===== config.mk =====
export PLATFORM = sky130hd
export DESIGN_NAME = dplca_txop_table
export DESIGN_NICKNAME = d
export VERILOG_FILES = /design/src/rtl/dplca_txop_table.sv
export SDC_FILE = /design/constraint.sdc
export NUM_CORES = 1
export LEC_CHECK = 0
export BUFFER_PORTS_ARGS = -buffer_cell sky130_fd_sc_hd__buf_4
export CAP_MARGIN = 15
export CORE_ASPECT_RATIO = 0.7
export CORE_MARGIN = 3
export CORE_UTILIZATION = 40
export DETAILED_ROUTE_END_ITERATION = 16
export GPL_ROUTABILITY_DRIVEN = 0
export PLACE_DENSITY = 0.54
export SYNTH_ARGS = -nofsm -noshare
export SYNTH_HDL_FRONTEND = slang
export SYNTH_SLANG_ARGS = --single-unit

===== constraint.sdc =====
create_clock -name clk -period 14.4 [get_ports clk]
set_clock_uncertainty 0.05 [all_clocks]
set_input_delay 0.72 -clock clk [delete_from_list [all_inputs] [get_ports clk]]
set_output_delay 0.72 -clock clk [all_outputs]
set_load 0.02 [all_outputs]

===== src/rtl/dplca_txop_table.sv =====
// D-PLCA TXOP occupancy table: clear, aging sweep, free-TXOP pick and hard-claim status.
// Optional macro DPLCA_RANDOM_PICK_EN starts each pick scan at an LFSR-chosen index.
module dplca_txop_table #(
  parameter int NUM_TXOP        = 32,
  parameter int ID_W            = 8,
  parameter int AGE_W           = 4,
  parameter int AGE_MAX         = 15,
  parameter int MAX_HARD_CLAIMS = 4
) (
  input  logic            clk,
  input  logic            reset_n,
  input  logic            clear_req,
  output logic            clear_done,
  input  logic            age_tick,
  output logic            busy,
  input  logic            obs_valid,
  input  logic [ID_W-1:0] obs_id,
  input  logic            obs_hard,
  input  logic            pick_req,
  output logic            pick_valid,
  output logic [ID_W-1:0] pick_id,
  output logic            pick_none,
  input  logic [ID_W-1:0] hc_id,
  output logic            hc_claimed,
  output logic [ID_W:0]   hard_count,
  output logic            max_hard_claim,
  output logic [1:0]      state_dbg
);

  localparam int IDX_W = $clog2(NUM_TXOP);
  localparam logic [IDX_W-1:0] FIRST_IDX = IDX_W'(1);
  localparam logic [IDX_W-1:0] LAST_IDX  = IDX_W'(NUM_TXOP - 1);
  localparam logic [IDX_W-1:0] LAST_SCAN = IDX_W'(NUM_TXOP - 2);

  typedef enum logic [1:0] {S_IDLE, S_CLEAR, S_AGE, S_PICK} state_t;

  // Request handshake: clear_req, age_tick and pick_req are single-cycle pulses with no
  // ready. Clear/age pulses seen while busy are held in one-deep pending flags; pick_req
  // is only honoured when busy=0. Results come back as one-cycle strobes.
  state_t                 state;
  logic [IDX_W-1:0]       idx;
  logic [IDX_W-1:0]       scan_cnt;
  logic                   clear_pend;
  logic                   age_pend;
  logic [AGE_W-1:0]       age [NUM_TXOP];
  logic [NUM_TXOP-1:0]    hard;

  logic                   obs_hit;
  logic [IDX_W-1:0]       obs_idx;
  logic                   idx_free;
  logic                   last_idx;
  logic [IDX_W-1:0]       next_idx;
  logic                   hc_ok;
  logic [IDX_W-1:0]       hc_idx;
  logic [ID_W:0]          hard_cnt_c;
  logic [IDX_W-1:0]       pick_start;

  assign busy      = (state != S_IDLE);
  assign state_dbg = state;

  assign obs_idx  = obs_id[IDX_W-1:0];
  assign obs_hit  = obs_valid && (obs_id != '0) && (32'(obs_id) < NUM_TXOP) && (state != S_CLEAR);
  assign last_idx = (idx == LAST_IDX);
  assign next_idx = last_idx ? FIRST_IDX : idx + IDX_W'(1);
  // An entry being observed this very cycle is in use, even if its age is still zero.
  assign idx_free = (age[idx] == '0) && !(obs_hit && (obs_idx == idx));
  assign hc_idx   = hc_id[IDX_W-1:0];
  assign hc_ok    = (hc_id != '0) && (32'(hc_id) < NUM_TXOP);

  always_comb begin
    hard_cnt_c = '0;
    for (int i = 1; i < NUM_TXOP; i++) begin
      hard_cnt_c = hard_cnt_c + {{ID_W{1'b0}}, hard[i]};
    end
  end

`ifdef DPLCA_RANDOM_PICK_EN
  logic [15:0]     lfsr;
  logic [ID_W-1:0] s_raw;

  always_ff @(posedge clk or negedge reset_n) begin
    if (!reset_n) begin
      lfsr <= 16'hACE1;
    end else begin
      lfsr <= {lfsr[14:0], lfsr[15] ^ lfsr[13] ^ lfsr[12] ^ lfsr[10]};
    end
  end

  assign s_raw      = lfsr[ID_W-1:0];
  assign pick_start = ((s_raw == '0) || (32'(s_raw) >= NUM_TXOP)) ? FIRST_IDX : s_raw[IDX_W-1:0];
`else
  assign pick_start = FIRST_IDX;
`endif

  always_ff @(posedge clk or negedge reset_n) begin
    if (!reset_n) begin
      state          <= S_IDLE;
      idx            <= FIRST_IDX;
      scan_cnt       <= '0;
      clear_pend     <= 1'b0;
      age_pend       <= 1'b0;
      clear_done     <= 1'b0;
      pick_valid     <= 1'b0;
      pick_id        <= '0;
      pick_none      <= 1'b0;
      hc_claimed     <= 1'b0;
      hard_count     <= '0;
      max_hard_claim <= 1'b0;
      hard           <= '0;
      for (int i = 0; i < NUM_TXOP; i++) begin
        age[i] <= '0;
      end
    end else begin
      clear_done     <= 1'b0;
      pick_valid     <= 1'b0;
      hc_claimed     <= hc_ok && hard[hc_idx] && (age[hc_idx] != '0);
      hard_count     <= hard_cnt_c;
      max_hard_claim <= (32'(hard_cnt_c) >= MAX_HARD_CLAIMS);

      case (state)
        S_IDLE: begin
          idx      <= FIRST_IDX;
          scan_cnt <= '0;
          if (clear_pend || clear_req) begin
            state      <= S_CLEAR;
            clear_pend <= 1'b0;
            age_pend   <= age_pend || age_tick;
          end else if (age_pend || age_tick) begin
            state    <= S_AGE;
            age_pend <= 1'b0;
          end else if (pick_req) begin
            state <= S_PICK;
            idx   <= pick_start;
          end
        end

        S_CLEAR: begin
          age[idx]  <= '0;
          hard[idx] <= 1'b0;
          if (last_idx) begin
            state      <= S_IDLE;
            clear_done <= 1'b1;
          end else begin
            idx <= next_idx;
          end
        end

        S_AGE: begin
          if (age[idx] != '0) begin
            age[idx] <= age[idx] - AGE_W'(1);
            if (age[idx] == AGE_W'(1)) hard[idx] <= 1'b0;
          end
          if (last_idx) state <= S_IDLE;
          else          idx   <= next_idx;
        end

        S_PICK: begin
          if (idx_free) begin
            age[idx]   <= AGE_W'(AGE_MAX);
            hard[idx]  <= 1'b0;
            pick_valid <= 1'b1;
            pick_id    <= ID_W'(idx);
            pick_none  <= 1'b0;
            state      <= S_IDLE;
          end else if (scan_cnt == LAST_SCAN) begin
            pick_valid <= 1'b1;
            pick_id    <= '0;
            pick_none  <= 1'b1;
            state      <= S_IDLE;
          end else begin
            idx      <= next_idx;
            scan_cnt <= scan_cnt + IDX_W'(1);
          end
        end

        default: state <= S_IDLE;
      endcase

      if (state != S_IDLE) begin
        clear_pend <= clear_pend || clear_req;
        age_pend   <= age_pend || age_tick;
      end

      // Placed last so a live observation wins over the sweep or pick write above.
      if (obs_hit) begin
        age[obs_idx]  <= AGE_W'(AGE_MAX);
        hard[obs_idx] <= obs_hard;
      end
    end
  end

endmodule


# Yosys cells after proc, flatten, opt, wreduce, memory -nomap -nowiden
# Cells that the tools add are included.
# W data, S select, Z words.
[word_totals]
input_bits = 23
regBits = 196
[classes]
eq_ne = 14
reduce_logical = 34
n_lt_le_gt_ge = 13
add_sub_neg = 33
mux = 58
n_bitwise = 9
[ops]
columns = ["cell", "count"]
rows = [
  ["$mux W128", 3],
  ["$pmux W128 S3", 1],
  ["$or A128 B128 Y128", 2],
  ["$add A9 B1 Y9", 22],
  ["$and A128 B128 Y128", 1],
  ["$bwmux W128", 1],
  ["$mux W32", 4],
  ["$not A128 Y128", 1],
  ["$pmux W32 S3", 1],
  ["$bmux W4 S5", 2],
  ["$demux W4 S5", 2],
  ["$and A32 B32 Y32", 1],
  ["$bwmux W32", 1],
  ["$not A32 Y32", 1],
  ["$mux W5", 6],
  ["$mux W4", 6],
  ["$ge A6 B6 Y1 const B", 3],
  ["$lt A5 B6 Y1 const B", 3],
  ["$not A5 Y6", 3],
  ["$mux W1", 17],
  ["$lt A8 B6 Y1 const B", 2],
  ["$mux W8", 2],
  ["$reduce_bool A8 Y1", 2],
  ["$pmux W5 S3", 1],
  ["38 further kinds", 73],
]

# Depth between registers and ports, before layout
# Gate-level depths: netlist of the first run.
[logic_depth]
word_depth = 31
depth_mapped = 18
ltp_nobuf = 18

# Worst setup path after synthesis of the first run
# No wires, ideal clock.
[synth_path]
path_kind = "register to register"
startpoint = "register hard[18]"
endpoint = "register max_hard_claim"
period_less_slack_ns = 5.194
setup_slack_ns = 9.206
path_stages_with_launch = 19
setup_ns = 0.139
arrival_ns = 5.006
path_buffers = 0
required_ns = 14.211
cell_sequence = "dfrtp_1 > fa_1 > inv_1 > fa_1 > inv_1 > fa_1 > inv_1 > fa_1 > fa_1 > fa_1 > inv_1 > fa_1 > inv_1 > fa_1 > inv_1 > a21o_1 > a21oi_1 > xnor2_1 > or4_1"
[synth_via]
elab_chain_len = 15
[synth_rtl]
columns = ["item", "line", "rtl"]
rows = [
  ["start, declared", "46", "logic [NUM_TXOP-1:0] hard;"],
  ["start signal, assigned by index", "187", "hard[obs_idx] <= obs_hard;"],
  ["$add A9 B1 Y9 (14 in series)", "73", "hard_cnt_c = hard_cnt_c + {{ID_W{1'b0}}, hard[i]};"],
  ["via hard_cnt_c[4]", "55", "logic [ID_W:0] hard_cnt_c;"],
  ["$ge A9 B3 Y1", "118", "max_hard_claim <= (32'(hard_cnt_c) >= MAX_HARD_CLAIMS);"],
  ["end signal, assigned", "118", ""],
  ["end, declared", "26", "output logic max_hard_claim,"],
]
# The timed path passes the listed nets, and every way through them passes these cells.
# A chain may end at the register's enable or synchronous reset.

# Worst setup path in the final report of the first run
[layout_path]
startpoint = "register idx[0]"
endpoint = "register age[85] (netlist bit)"
[layout_via]
elab_chain_len = 10
elab_cells_between_ends = 25
[layout_rtl]
columns = ["item", "line", "rtl"]
rows = [
  ["start, declared", "41", "logic [IDX_W-1:0] idx;"],
  ["start signal, assigned", "133", "idx <= pick_start;"],
  ["start signal, assigned", "144", "idx <= next_idx;"],
  ["start signal, assigned", "154", "else idx <= next_idx;"],
  ["$not A5 Y6 (not written as such)", "--", ""],
  ["$bmux W4 S5 (tied with other cells)", "66, 149, 150", ""],
  ["$mux W4 (not written as such) or $logic_and A1 B1 Y1 (tied branches)", "--", ""],
  ["$mux W4 (on tied branches)", "--", ""],
  ["$sub A4 B1 Y4 (tied with other cells)", "150", "age[idx] <= age[idx] - AGE_W'(1);"],
  ["$bwmux W128 (tied with other cells)", "150", ""],
  ["$mux W128 (tied with other cells)", "149", "if (age[idx] != '0) begin"],
  ["$pmux W128 S3 (*)", "120", "case (state)"],
  ["$or A128 B128 Y128 (no line)", "--", ""],
  ["$mux W128 (*)", "185", "if (obs_hit) begin"],
  ["end signal, assigned by index", "150", ""],
  ["end signal, assigned by index", "159", "age[idx] <= AGE_W'(AGE_MAX);"],
  ["end signal, assigned by index", "186", "age[obs_idx] <= AGE_W'(AGE_MAX);"],
  ["end, declared", "45", "logic [AGE_W-1:0] age [NUM_TXOP];"],
]
# Mark *: on every way between the ends. The rest lies on a longest branch, timed or not. The select of a mux whose other input is x is not followed.

==> reports/metrics.csv, run 1 <==
metric,value,unit
number of antenna repair diodes,0,
Tot GR Track Use,32.4,%
main flop type after synthesis,dfrtp_1,
FILL cells,3092,
Yosys top cell area share,35.9,%
RSZ-0062 raised after global routing,no,
Final Hold Violating Endpoints,0,
postcts setup bufs,0,
maximum vdd drop,0.0000925,V
clock buffer depth,2,
die area,0.0350,mm2
placed wire-length estimate,40100,um
Seq. cell area,0.00473,mm2
most frequent CP cell,nor2_1,
CTS tree,yes,
fin nets,1493,
DR DRC count,0,
Iteration-0 DRC Markers,2079,
worst-skew pair later-pin latency,0.47,ns
hold-fix buffers at CTS,0,
"FFs w/ async S/R, synth",100,%
DP Area,0.0137,mm2
multi-input logic area,0.00763,mm2
crit path DAT,5.84,ns
H-tree depth,4,
sequential share of the synthesized area,36.1,%
crit path cell chain,"mux2i_1, o22ai_1, or4_1, nor2_1, ha_1, inv_1, nor3_4, buf_4, nor2_1, a21oi_2, o211ai_1",
Synth Warn #,0,
Required @ worst endpoint,14.64,ns
CP Capture Type,flip-flop,
CTS resizes,0,
max incr delay on CP,1.23,ns
Vias,12800,
share of post-route cells with drive strength above 1,13.2,%
Synth Register Bits,189,
row count,54,
Routed Antenna Nets,0,
Area contributors post-synth,"dfrtp_1, o211ai_1, nand2_1",
CP top delay family,simple AND/OR/NAND/NOR gates,
period utilization,38.9,%
Yosys top cell by area,dfrtp_1,
largest net degree at the start of global routing,73,
minimum clock period,5.60,ns
reg-to-reg startpoint,idx[0],
CTS Sinks,189,
Reg-to-Reg End,age[85],
final setup fails,0,
most frequent cells in the layout,"nand2_1, dfrtp_1, o211ai_1",
FF-to-FF setup slack,8.80,ns
"EDFF count, synth",0,
die height,158,um
Root Buffer,clkbuf_16,
post-route setup TNS,0,ns
routed len/inst,30.7,um
Synth Area per Inst,9.12,um2
CP startpoint kind,flip-flop,
IO Port Bufs,41,
CP max FO,70,
Hold Crit Class,input pin to asynchronous set/reset pin,
max-slew violations,0,
vias in the first global route,12200,
R2R depth,11,
number of antenna violations at the first check in global routing,2,
Syn Std Cell Area,0.0131,mm2
Starting Density,41.3,%
vias per std cell,6.88,
final instance area,0.0142,mm2
buffer and inverter count on the worst path,2,
total wire length,57000,um
drt pass-1 iters,7,
I/O pins,48,
Crit Path Category,flip-flop to flip-flop,
fmax,179,MHz
total core area,0.0318,mm2
Worst Tran Pin Value,1.12,ns
first-pass GRT wire length,83600,um
die span in x,222,um
Post-Syn Instances,1439,
leakage power,5.93,nW
"CTS clk-pin slew, worst paths",0.07,ns
gr ovfl total,0,
MaxCap Viol Count,0,
area delta synth->final,8.53,%
outcome,"finished, final reports clean",
"most common cell after layout, fill and taps aside",nand2_1,
Synth cell types,77,
critical path's slowest cell,dfstp_4,
CTS buffer count,17,
PwrDens,75.4,mW/mm2
slew margin rel.,24.8,%
## worst reg2reg max path, cell delays in order (launching register included)
cell and delay (ns):
dfstp_4 1.23, mux2i_1 0.53, o22ai_1 0.13, or4_1 0.52
nor2_1 0.46, ha_1 0.38, inv_1 0.19, nor3_4 0.20
buf_4 0.43, nor2_1 0.23, a21oi_2 0.88, o211ai_1 0.22
## cells by family after synthesis
family	after synthesis	share of synthesized area [%]
AO/OA/AOI/OAI	455	24.7
AND/OR/NAND/NOR	451	17.1
flip-flops	189	36.1
buffers and inverters	178	6.11
multiplexers	110	9.69
adder cells (fa/ha/maj)	44	5.51
XOR/XNOR	11	0.734
other	1	0.0286
## report_power, final
part | leakage [nW] | total [mW] | internal [mW] | switching (mW)
Clock | 0.255 | 0.459 | 0.239 | 0.220
Sequential | 2.31 | 0.542 | 0.537 | 0.00537
Combinational | 3.36 | 0.0726 | 0.0247 | 0.0479
Total | 5.93 | 1.07 | 0.801 | 0.273
## final cells by class
type	instances	area share, %
Clock buffer	22	3.19
Clock inverter	8	0.492
Inverter	65	1.71
Multi-Input combinational cell	1077	53.6
Sequential cell	189	33.3
Tap cell	420	3.69
Timing Repair Buffer	76	4.05
## flip-flops by register name, indices dropped and copies added, names as in the netlist
register and cells:
age 128, age_pend 1, clear_done 1, clear_pend 1
hard 31, hard_count 6, hc_claimed 1, idx 5
max_hard_claim 1, pick_id 5, pick_none 1, pick_valid 1
scan_cnt 5, state_dbg 2
## per-stage QoR
stage	hold slack (ns)	util [%]	std cells	power (mW)	setup slack, ns
2_1_floorplan	0.374	-	1444	0.587	9.21
5_1_grt	0.281	44.8	1857	1.11	8.65
4_1_cts	0.266	44.8	1856	1.08	8.90
3_3_place_gp	0.450	43.2	1826	0.624	8.98
6_report	0.245	44.8	1857	1.07	8.80
3_5_place_dp	0.447	43.2	1826	0.624	8.94
## synth_stat cells (all sizes together), types with 39 or more instances
cell type / instances
nand2: 191
dfrtp: 188
o211ai: 123
o21ai: 82
clkbuf: 73
inv: 65
mux2i: 64
nand3: 63
nor2: 61
a21oi: 44
buf: 40
a31oi: 39
## metal layers
layer	share of wire [%]	wire, um	track usage (%)
met5	0.070	40	0.672
met4	3.9	2240	11.3
met3	16	8860	15.2
met2	38	21700	42.7
met1	42	24200	45.9
## worst max path at each step
| stage | slack (ns) | to | startpoint | cells after the start |
|---|---|---|---|---|
| after floorplan | 9.21 | max_hard_claim | hard[18] | 18 |
| after global placement | 8.98 | max_hard_claim | hard[24] | 18 |
| after detailed placement | 8.94 | max_hard_claim | hard[24] | 18 |
| after CTS | 8.90 | max_hard_claim | hard[24] | 18 |
| after global routing | 8.65 | max_hard_claim | hard[24] | 18 |
| final | 8.80 | age[85] | idx[0] | 11 |
No activity file was read; power rests on OpenSTA's default activity.
==> inputs of run 2 (changes only) <==
Clock period 14.4 ns to 5.4 ns, I/O delays scaled along.
==> reports/metrics.csv, run 2 (synthesized netlist as in run 1, its figures left out) <==
metric,value,unit,change
Finished Layout Cells,1890,,+1.8%
fin nets,1525,,+2.1%
Worst Setup SP,hard[12],,
CP max FO,2,,-97%
crit path DAT,5.61,ns,-0.23 ns
cell total after placement,1856,,+1.6%
CP Capture Type,flip-flop,,
Worst Tran Pin Value,1.05,ns,-0.0770 ns
most frequent cells in the layout,"nand2_1, dfrtp_1, o211ai_1",,
die height,158,um,unchanged
Iteration-0 DRC Markers,2116,,+1.8%
multi-input logic area,0.00764,mm2,about the same
reg-to-reg startpoint,hard[12],,
Routed Antenna Nets,0,,unchanged
leakage power,6.14,nW,+3.6%
Crit Path Category,flip-flop to flip-flop,,
post-route setup TNS,0,ns,unchanged
routed len/inst,29.7,um,-3.2%
largest register by flop count,age,,
minimum clock period,5.33,ns,-0.274 ns
Required @ worst endpoint,5.69,ns,-8.95 ns
I/O pins,48,,unchanged
maximum vdd drop,0.000195,V,+110%
Vias,12900,,+1.1%
share of post-route cells with drive strength above 1,15.4,%,+2.2 points
worst-skew pair later-pin latency,0.47,ns,about the same
CP startpoint kind,flip-flop,,
Tot GR Track Use,31.9,%,-0.48 points
IO Port Bufs,41,,unchanged
slew margin rel.,30.1,%,+5.2 points
placed wire-length estimate,40900,um,+1.9%
max reg flops,128,,unchanged
H-tree depth,4,,unchanged
MaxCap Viol Count,0,,unchanged
vias in the first global route,12000,,-1.3%
total power draw,3.08,mW,+190%
DR DRC count,0,,unchanged
clock buffer depth,2,,unchanged
PwrDens,211,mW/mm2,+180%
CTS tree,yes,,
total core area,0.0318,mm2,unchanged
first-pass GRT wire length,82800,um,-0.96%
Hold Crit Class,input pin to flip-flop,,
largest net degree at the start of global routing,96,,+32%
die span in x,222,um,unchanged
final instance area,0.0146,mm2,+2.8%
postcts setup bufs,0,,unchanged
worst hold slack,0.0273,ns,-0.218 ns
area delta synth->final,11.5,%,
max-slew violations,0,,unchanged
vias per std cell,6.83,,-0.68%
Starting Density,41.3,%,unchanged
CTS buffer count,17,,unchanged
RSZ-0062 raised after global routing,yes,,
Final Hold Violating Endpoints,0,,unchanged
total wire length,56200,um,-1.5%
FILL cells,3052,,-1.3%
outcome,"finished, final reports clean",,
Top Registers,"age x128, hard x31, hard_count x6",,
DP Area,0.0139,mm2,+1.8%
period utilization,98.6,%,+60 points
Seq. cell area,0.00473,mm2,unchanged
drt pass-1 iters,6,,-1
hold_sp,clear_req,,
"CTS clk-pin slew, worst paths",0.07,ns,about the same
number of antenna violations at the first check in global routing,1,,-1
CTS Sinks,189,,unchanged
row count,54,,unchanged
die area,0.0350,mm2,unchanged
fmax,188,MHz,+5.1%
gr ovfl total,0,,unchanged
"most common cell after layout, fill and taps aside",nand2_1,,
Root Buffer,clkbuf_16,,
final setup fails,0,,unchanged
==> run 2: cell type report <==
class                      count  area share [%]
sequential                   189            32.4
clock buffer                  22            3.31
multi-input combinational   1077            52.2
clock inverter                 8            1.06
timing repair buffer         108            5.81
tap                          420            3.59
antenna                        1          0.0171
inverter                      65            1.67
==> run 2: metal layers <==
layer / wire [um] / vias up / global-route usage [%]
met1: 24700 / 6327 / 47.0
met3: 8090 / 162 / 11.8
li1: - / 5451 / -
met2: 21400 / 972 / 42.6
met4: 2030 / 2 / 10.7
met5: 12 / - / 0
==> run 2: path summary, 6_finish.rpt <==
kind,end,slack (ns),depth (start not counted)
min reg2reg,pick_none,0.48,2
max,max_hard_claim,0.07,16
min in group asynchronous,hard_count[3],0.42,2
min,clear_pend,0.03,3
max in group asynchronous,scan_cnt[4],3.58,3
max reg2reg,max_hard_claim,0.07,16
==> run 2: worst max-delay path, cell delays in order (launching register included) <==
cell	delay (ns)
dfrtp_1	0.37
inv_1	0.08
fa_1	0.63
fa_1	0.51
fa_1	0.55
fa_1	0.43
fa_1	0.51
fa_1	0.40
inv_1	0.08
fa_2	0.21
inv_2	0.05
fa_1	0.44
inv_1	0.08
a21o_1	0.12
a21oi_2	0.06
xnor2_1	0.14
or4_1	0.50
==> run 2: power by group <==
group	switching (mW)	total, mW	internal [mW]
Combinational	0.131	0.200	0.0694
Clock	0.614	1.44	0.826
Sequential	0.0129	1.44	1.43
Total	0.758	3.08	2.33
==> run 2: what timing repair did <==
item,CTS,global route
pin swaps,0,1
endpoints found under the hold margin,94,0
resized for setup,1,5
hold buffers,3,0
setup endpoints to repair,1,1
==> run 2: per-stage QoR <==
stage	setup WS (ns)	utilization, %
final	0.0746	46.1
after global routing	-0.0619	46.1
after CTS	0.0419	46.0
after detailed placement	0.0300	43.9
after global placement	0.0446	43.9
after floorplan	0.206	-
